**src/rtl/uart_pkg.sv**
```systemverilog
// -----------------------------------------------------------------------------
// uart_pkg -- definitions shared by the UART transmitter and receiver.
//
// Contents:
//   OVERSAMPLE, MIN_LEN, MAX_LEN  line timing and legal data-length range
//   CNT_W, CNT_MAX                width and terminal value of the per-bit
//                                 oversample counter
//   tx_state_e                    transmitter frame-sequencing states
//   uart_len_ok()                 true when a data length is in MIN_LEN..MAX_LEN
//   uart_parity()                 parity over the first `length` data bits
// -----------------------------------------------------------------------------
package uart_pkg;

  localparam int OVERSAMPLE = 16;
  localparam int MIN_LEN    = 5;
  localparam int MAX_LEN    = 8;

  localparam int             CNT_W   = $clog2(OVERSAMPLE);
  localparam logic [CNT_W-1:0] CNT_MAX = CNT_W'(OVERSAMPLE - 1);

  typedef enum logic [2:0] {
    IDLE   = 3'd0,
    START  = 3'd1,
    DATA   = 3'd2,
    PARITY = 3'd3,
    STOP1  = 3'd4,
    STOP2  = 3'd5,
    DONE   = 3'd6
  } tx_state_e;

  function automatic logic uart_len_ok(input logic [3:0] length);
    return (length >= 4'(MIN_LEN)) && (length <= 4'(MAX_LEN));
  endfunction

  // Bits at positions length..7 are not on the wire, so they are excluded.
  // parity_type = 1 gives the XOR of the data bits, 0 gives the XNOR.
  function automatic logic uart_parity(input logic [7:0] data,
                                       input logic [3:0] length,
                                       input logic       parity_type);
    logic p;
    p = 1'b0;
    for (int i = 0; i < MAX_LEN; i++) begin
      if (i < int'(length)) p = p ^ data[i];
    end
    return parity_type ? p : ~p;
  endfunction

endpackage : uart_pkg

```
**src/rtl/uart_tx.sv**
```systemverilog
// -----------------------------------------------------------------------------
// uart_tx -- UART transmitter with programmable frame format.
//
// Frame: start(0), `length` data bits LSB first, optional parity, one or two
// stop bits(1). Every serial bit lasts OVERSAMPLE tx_clk cycles. A final
// one-cycle DONE state separates frames, so back-to-back requests leave at
// least one extra idle-high cycle between the last stop bit and the next
// start bit.
//
// Ports:
//   tx_clk       in   clock, OVERSAMPLE cycles per serial bit
//   rst          in   synchronous active-high reset, aborts any frame
//   tx_start     in   frame request, only looked at in IDLE
//   tx_data[7:0] in   payload, bit 0 sent first
//   length[3:0]  in   data bits per frame, legal 5..8
//   parity_type  in   1 = XOR parity, 0 = XNOR parity
//   parity_en    in   1 = append a parity bit
//   stop2        in   1 = two stop bits
//   tx           out  registered serial line, idle high
//   tx_busy      out  high from the cycle after acceptance through DONE
//   tx_done      out  one-cycle pulse in the DONE cycle
//   tx_err       out  one-cycle pulse after a request with an illegal length
// -----------------------------------------------------------------------------
module uart_tx
  import uart_pkg::*;
(
  input  logic       tx_clk,
  input  logic       rst,
  input  logic       tx_start,
  input  logic [7:0] tx_data,
  input  logic [3:0] length,
  input  logic       parity_type,
  input  logic       parity_en,
  input  logic       stop2,
  output logic       tx,
  output logic       tx_busy,
  output logic       tx_done,
  output logic       tx_err
);

  tx_state_e        state, state_next;
  logic [CNT_W-1:0] count, count_next;
  logic [2:0]       bit_count, bit_next;

  // Frame parameters captured at acceptance.
  logic [7:0]       data_q;
  logic [3:0]       len_q;
  logic             par_en_q;
  logic             stop2_q;
  logic             par_bit_q;

  logic             tx_next;
  logic             busy_next;
  logic             done_next;
  logic             err_next;
  logic             accept;
  logic             reject;
  logic             bit_end;
  logic             last_data_bit;

  // ---------------------------------------------------------------------------
  // Next-state, counters and next output values
  // ---------------------------------------------------------------------------
  always_comb begin
    // NOTE: every signal driven here gets a default first, so no path through
    // the case statement can leave one unassigned and infer a latch.
    state_next    = state;
    count_next    = count;
    bit_next      = bit_count;
    accept        = 1'b0;
    reject        = 1'b0;
    bit_end       = (count == CNT_MAX);
    last_data_bit = ({1'b0, bit_count} == (len_q - 4'd1));

    case (state)
      IDLE: begin
        count_next = '0;
        bit_next   = '0;
        if (tx_start) begin
          if (uart_len_ok(length)) begin
            accept     = 1'b1;
            state_next = START;
          end else begin
            reject     = 1'b1;
          end
        end
      end

      START: begin
        if (bit_end) state_next = DATA;
      end

      DATA: begin
        if (bit_end) begin
          if (last_data_bit) begin
            bit_next   = '0;
            state_next = par_en_q ? PARITY : STOP1;
          end else begin
            bit_next   = bit_count + 3'd1;
          end
        end
      end

      PARITY: begin
        if (bit_end) state_next = STOP1;
      end

      STOP1: begin
        if (bit_end) state_next = stop2_q ? STOP2 : DONE;
      end

      STOP2: begin
        if (bit_end) state_next = DONE;
      end

      DONE: begin
        count_next = '0;
        state_next = IDLE;
      end

      default: begin
        count_next = '0;
        bit_next   = '0;
        state_next = IDLE;
      end
    endcase

    // The oversample counter only runs in the serial-bit states and restarts
    // at zero on every bit boundary.
    if (state inside {START, DATA, PARITY, STOP1, STOP2}) begin
      count_next = bit_end ? '0 : count + 1'b1;
    end

    // tx is decoded from the *next* state so the line changes on the same
    // edge that the state register does.
    case (state_next)
      START:   tx_next = 1'b0;
      DATA:    tx_next = data_q[bit_next];
      PARITY:  tx_next = par_bit_q;
      default: tx_next = 1'b1;
    endcase

    busy_next = (state_next != IDLE);
    done_next = (state_next == DONE);
    err_next  = reject;
  end

  // ---------------------------------------------------------------------------
  // State and output registers
  // ---------------------------------------------------------------------------
  always_ff @(posedge tx_clk) begin
    // NOTE: sequential state is assigned with <= so every register samples the
    // values from before this edge, independent of statement order.
    if (rst) begin
      state     <= IDLE;
      count     <= '0;
      bit_count <= '0;
      tx        <= 1'b1;
      tx_busy   <= 1'b0;
      tx_done   <= 1'b0;
      tx_err    <= 1'b0;
    end else begin
      state     <= state_next;
      count     <= count_next;
      bit_count <= bit_next;
      tx        <= tx_next;
      tx_busy   <= busy_next;
      tx_done   <= done_next;
      tx_err    <= err_next;
    end
  end

  // NOTE: the frame-parameter registers carry no reset; they are only read
  // after an acceptance has loaded them, so their power-up value is never
  // observable and leaving them reset-free keeps them off the reset tree.
  // The parity bit is computed once here from the live inputs rather than
  // from the latched copies, which keeps the parity tree off the tx path.
  always_ff @(posedge tx_clk) begin
    if (accept && !rst) begin
      data_q    <= tx_data;
      len_q     <= length;
      par_en_q  <= parity_en;
      stop2_q   <= stop2;
      par_bit_q <= uart_parity(tx_data, length, parity_type);
    end
  end

endmodule : uart_tx
```
**config.mk**
```make
export PLATFORM = sky130hd
export DESIGN_NAME = uart_tx
export DESIGN_NICKNAME = d
export VERILOG_FILES = /design/src/rtl/uart_pkg.sv /design/src/rtl/uart_tx.sv
export SDC_FILE = /design/constraint.sdc
export NUM_CORES = 1
export LEC_CHECK = 0
export CAP_MARGIN = 0
export CORE_MARGIN = 2
export CORE_UTILIZATION = 53
export DETAILED_ROUTE_END_ITERATION = 12
export PLACE_DENSITY = 0.89
export SLEW_MARGIN = 40
export SYNTH_ARGS = -nofsm -noshare
export SYNTH_HDL_FRONTEND = slang
export SYNTH_SLANG_ARGS = --single-unit
```
**constraint.sdc**
```tcl
create_clock -name tx_clk -period 3.6 [get_ports tx_clk]
set_input_delay 1.08 -clock tx_clk [delete_from_list [all_inputs] [get_ports tx_clk]]
set_output_delay 1.08 -clock tx_clk [all_outputs]
set_load 0.02 [all_outputs]
```
==> impl_metrics.tcl <==
set metrics [dict create \
    status "complete, no violations" \
    path_max_fanout 6 \
    grt_pass1_wl_mm 4.71 \
    endpoint "tx$_SDFF_PP1_" \
    grt_max_degree 13 \
    dr_wl_met2_mm 1.48 \
    cts_inserted_buffers 5 \
    slew_headroom_pct 68.0 \
    postLayoutSetupSlackWorst_ps 413 \
    post-route-period-util_pct 88.5 \
    cts_tree "yes" \
    finalSetupTns_ps 0 \
    drtIter0Drc 52 \
    ctsResizeCount 0 \
    yosysTopAreaCellShare_pct 29.9 \
    ff2ff_setup_slack_ps 850 \
    vias_per_cell 5.95 \
    placed_area_mm2 0.00175 \
    synthDistinctLibCells 47 \
    synth_common_cells "edfxtp_1 (15), dfxtp_1 (14), nor2_1 (14)" \
    wl_per_cell_um 14.2 \
    r2r-start "len_q[0]$_DFFE_PP_" \
    hold_viol 0 \
    htreeDepth 2 \
    layout-drive-gt1-share_pct 11.6 \
    core-area_mm2 0.00273 \
    tightest_slew_ps 473 \
    port_buffers 21 \
    net-switching-power_w 0.000155 \
    start_util_pct 55.1 \
    drc 0 \
    clock_latency_ps 340 \
    root_buffer "clkbuf_4" \
    cts_buffer_depth 2 \
    synth_area_mm2 0.00151 \
    antenna_found_initial 0 \
    drv_cap 0 \
    final_antenna_net_count 0 \
    cp-startpoint "length[1]" \
    startpoint_type "input pin" \
    drv_slew 0 \
    nets 192 \
    required_ps 3820 \
    cts-hold-fix-buffers 0 \
    ys.flop_type "edfxtp_1" \
    num_antenna_cells 0 \
    r2r_end "tx$_SDFF_PP1_" \
    rsz0062_at_grt "false" \
    hold_path_class "reg -> reg" \
    dp_hpwl_mm 2.26 \
    fmax_mhz 314 \
    cp-end-kind "register" \
    gp_congestion 0.879 \
    top_layer_used "met4" \
    synth-edff-count 15 \
    power_density_mw_per_mm2 348 \
    critical_path_class "in -> reg" \
    post_cts.repair.setup_buffers 0 \
    fin_area_mm2 0.00181 \
    avgSynthCellArea_um2 10.3 \
    worstPathArrival_ps 3400 \
    post-route-util_pct 66.1 \
    internal_power_w 0.000473 \
    vias 1207 \
    ys_ff_latch 29 \
    die_h_um 57.3 \
    synthToLayoutAreaGrowth_pct 19.8 \
    p_clk_share_pct 29.7 \
    ys_seq_area_share_pct 48.5 \
    grt_pass1_vias 1126 \
    ff2ff_path_depth 9 \
    wl_met3_um 147 \
    placementRows 19 \
    setup_viol 0 \
    io_pins 22 \
    first_pass_iters 4 \
    fin_skew_ps 11.1 \
    syn_inst 146 \
    min_period_ps 3190 \
    comb_power_share_pct 13.1 \
    wl_mm 2.89 \
    yosysMostFrequentCell "edfxtp_1" \
    synth-async-reset-ratio_pct 0 \
    yosysTopAreaCell "edfxtp_1" \
    die_area_mm2 0.00329 \
    fillCellCount 212 \
    seq_power_share_pct 57.2 \
    pre_cts_ws_ps 66.4 \
    synth_warnings 0 \
    grt-ovfl-total 0 \
    power.leakage_nw 0.641 \
    drt-met1-wl_mm 1.17 \
    switching_share_pct 24.7 \
    fp.dieW_um 57.3 \
    synth.area.top_cells "edfxtp_1 (30%), dfxtp_1 (19%), xnor2_1 (5.2%), nor2_1 (3.5%), nand3_1 (2.7%)" \
    clk_pin_slew_worst_paths_ps 90 \
    ir_drop_uv 313 \
    cts.sinks 29 \
    track_usage_pct 19.4 \
    syn-num-nets 167 \
]
power groups by stage:
stage	Sequential, W	Clock [W]	Combinational (W)
2_1_floorplan	0.000368	0	0.0000428
3_3_place_gp	0.000367	0	0.0000793
3_5_place_dp	0.000367	0	0.0000823
4_1_cts	0.000360	0.000194	0.0000829
5_1_grt	0.000360	0.000202	0.0000903
6_report	0.000360	0.000187	0.0000822
logic make-up after synthesis:
group	after synthesis	synth area share, %
buf+inv	13	3.90
compound gates	34	17.0
simple gates	52	18.9
xor+xnor	11	6.39
fa+ha+maj	3	2.49
mux	4	2.82
flops	29	48.5
stage by stage:
step | hold slack [ps] | total power (W) | cells
global route | 521 | 0.000653 | 203
CTS | 496 | 0.000636 | 203
floorplan | 451 | 0.000411 | 146
finish | 488 | 0.000629 | 203
detailed placement | 484 | 0.000450 | 195
global placement | 467 | 0.000446 | 195
cell type report:
type	instances	area [um^2]	share of cell area, %
well taps	31	38.8	2.15
clock buffers	5	37.5	2.08
multi-input cells	104	723	40.0
clock inverters	3	17.5	0.970
repair buffers	24	233	12.9
flip-flops and latches	29	731	40.4
inverters	7	26.3	1.45
worst max-delay path, stage by stage:
cell and delay (ps):
clkdlybuf4s50_1 490, o21ba_1 220, a21oi_1 310, o211ai_1 150, a41oi_1 410, nor2b_1 90
mux2_2 270, or4_1 390
flip-flops by register name, indices dropped and copies added, names as in the netlist, 3 cells and up:
signal and flops:
len_q 4, count 4, bit_count 3, data_q 8, state 3
cells in the final DEF, fill, tap and decap left out, drive strengths merged, types with 3 or more instances in the layout:
master | netlist | routed
ha | 3 | 3
dfxtp | 14 | 14
nand3 | 8 | 8
nor3 | 7 | 7
nand2 | 4 | 4
nor2 | 14 | 14
inv | 7 | 7
clkbuf | 3 | 5
a21oi | 7 | 7
o21ai | 6 | 6
xnor2 | 9 | 9
nor2b | 3 | 3
buf | 3 | 3
clkdlybuf4s50 | 0 | 21
edfxtp | 15 | 15
how the worst min path moves through the flow:
stage	startpoint	to	slack (ps)	depth (start not counted)
after floorplan	count[0]$_SDFF_PP0_	count[0]$_SDFF_PP0_	450	1
after global placement	count[0]$_SDFF_PP0_	count[0]$_SDFF_PP0_	470	1
after detailed placement	count[0]$_SDFF_PP0_	count[0]$_SDFF_PP0_	480	1
after CTS	count[0]$_SDFF_PP0_	count[0]$_SDFF_PP0_	500	1
after global routing	count[0]$_SDFF_PP0_	count[0]$_SDFF_PP0_	520	1
final	count[0]$_SDFF_PP0_	count[0]$_SDFF_PP0_	490	1
routing by layer:
metal | up-vias | track usage (%)
li1 | 594 | -
met1 | 569 | 20.6
met2 | 33 | 33.8
met3 | 11 | 6.12
met4 | 0 | 11.0
met5 | - | 0
Power figures use the tool's default switching activity.
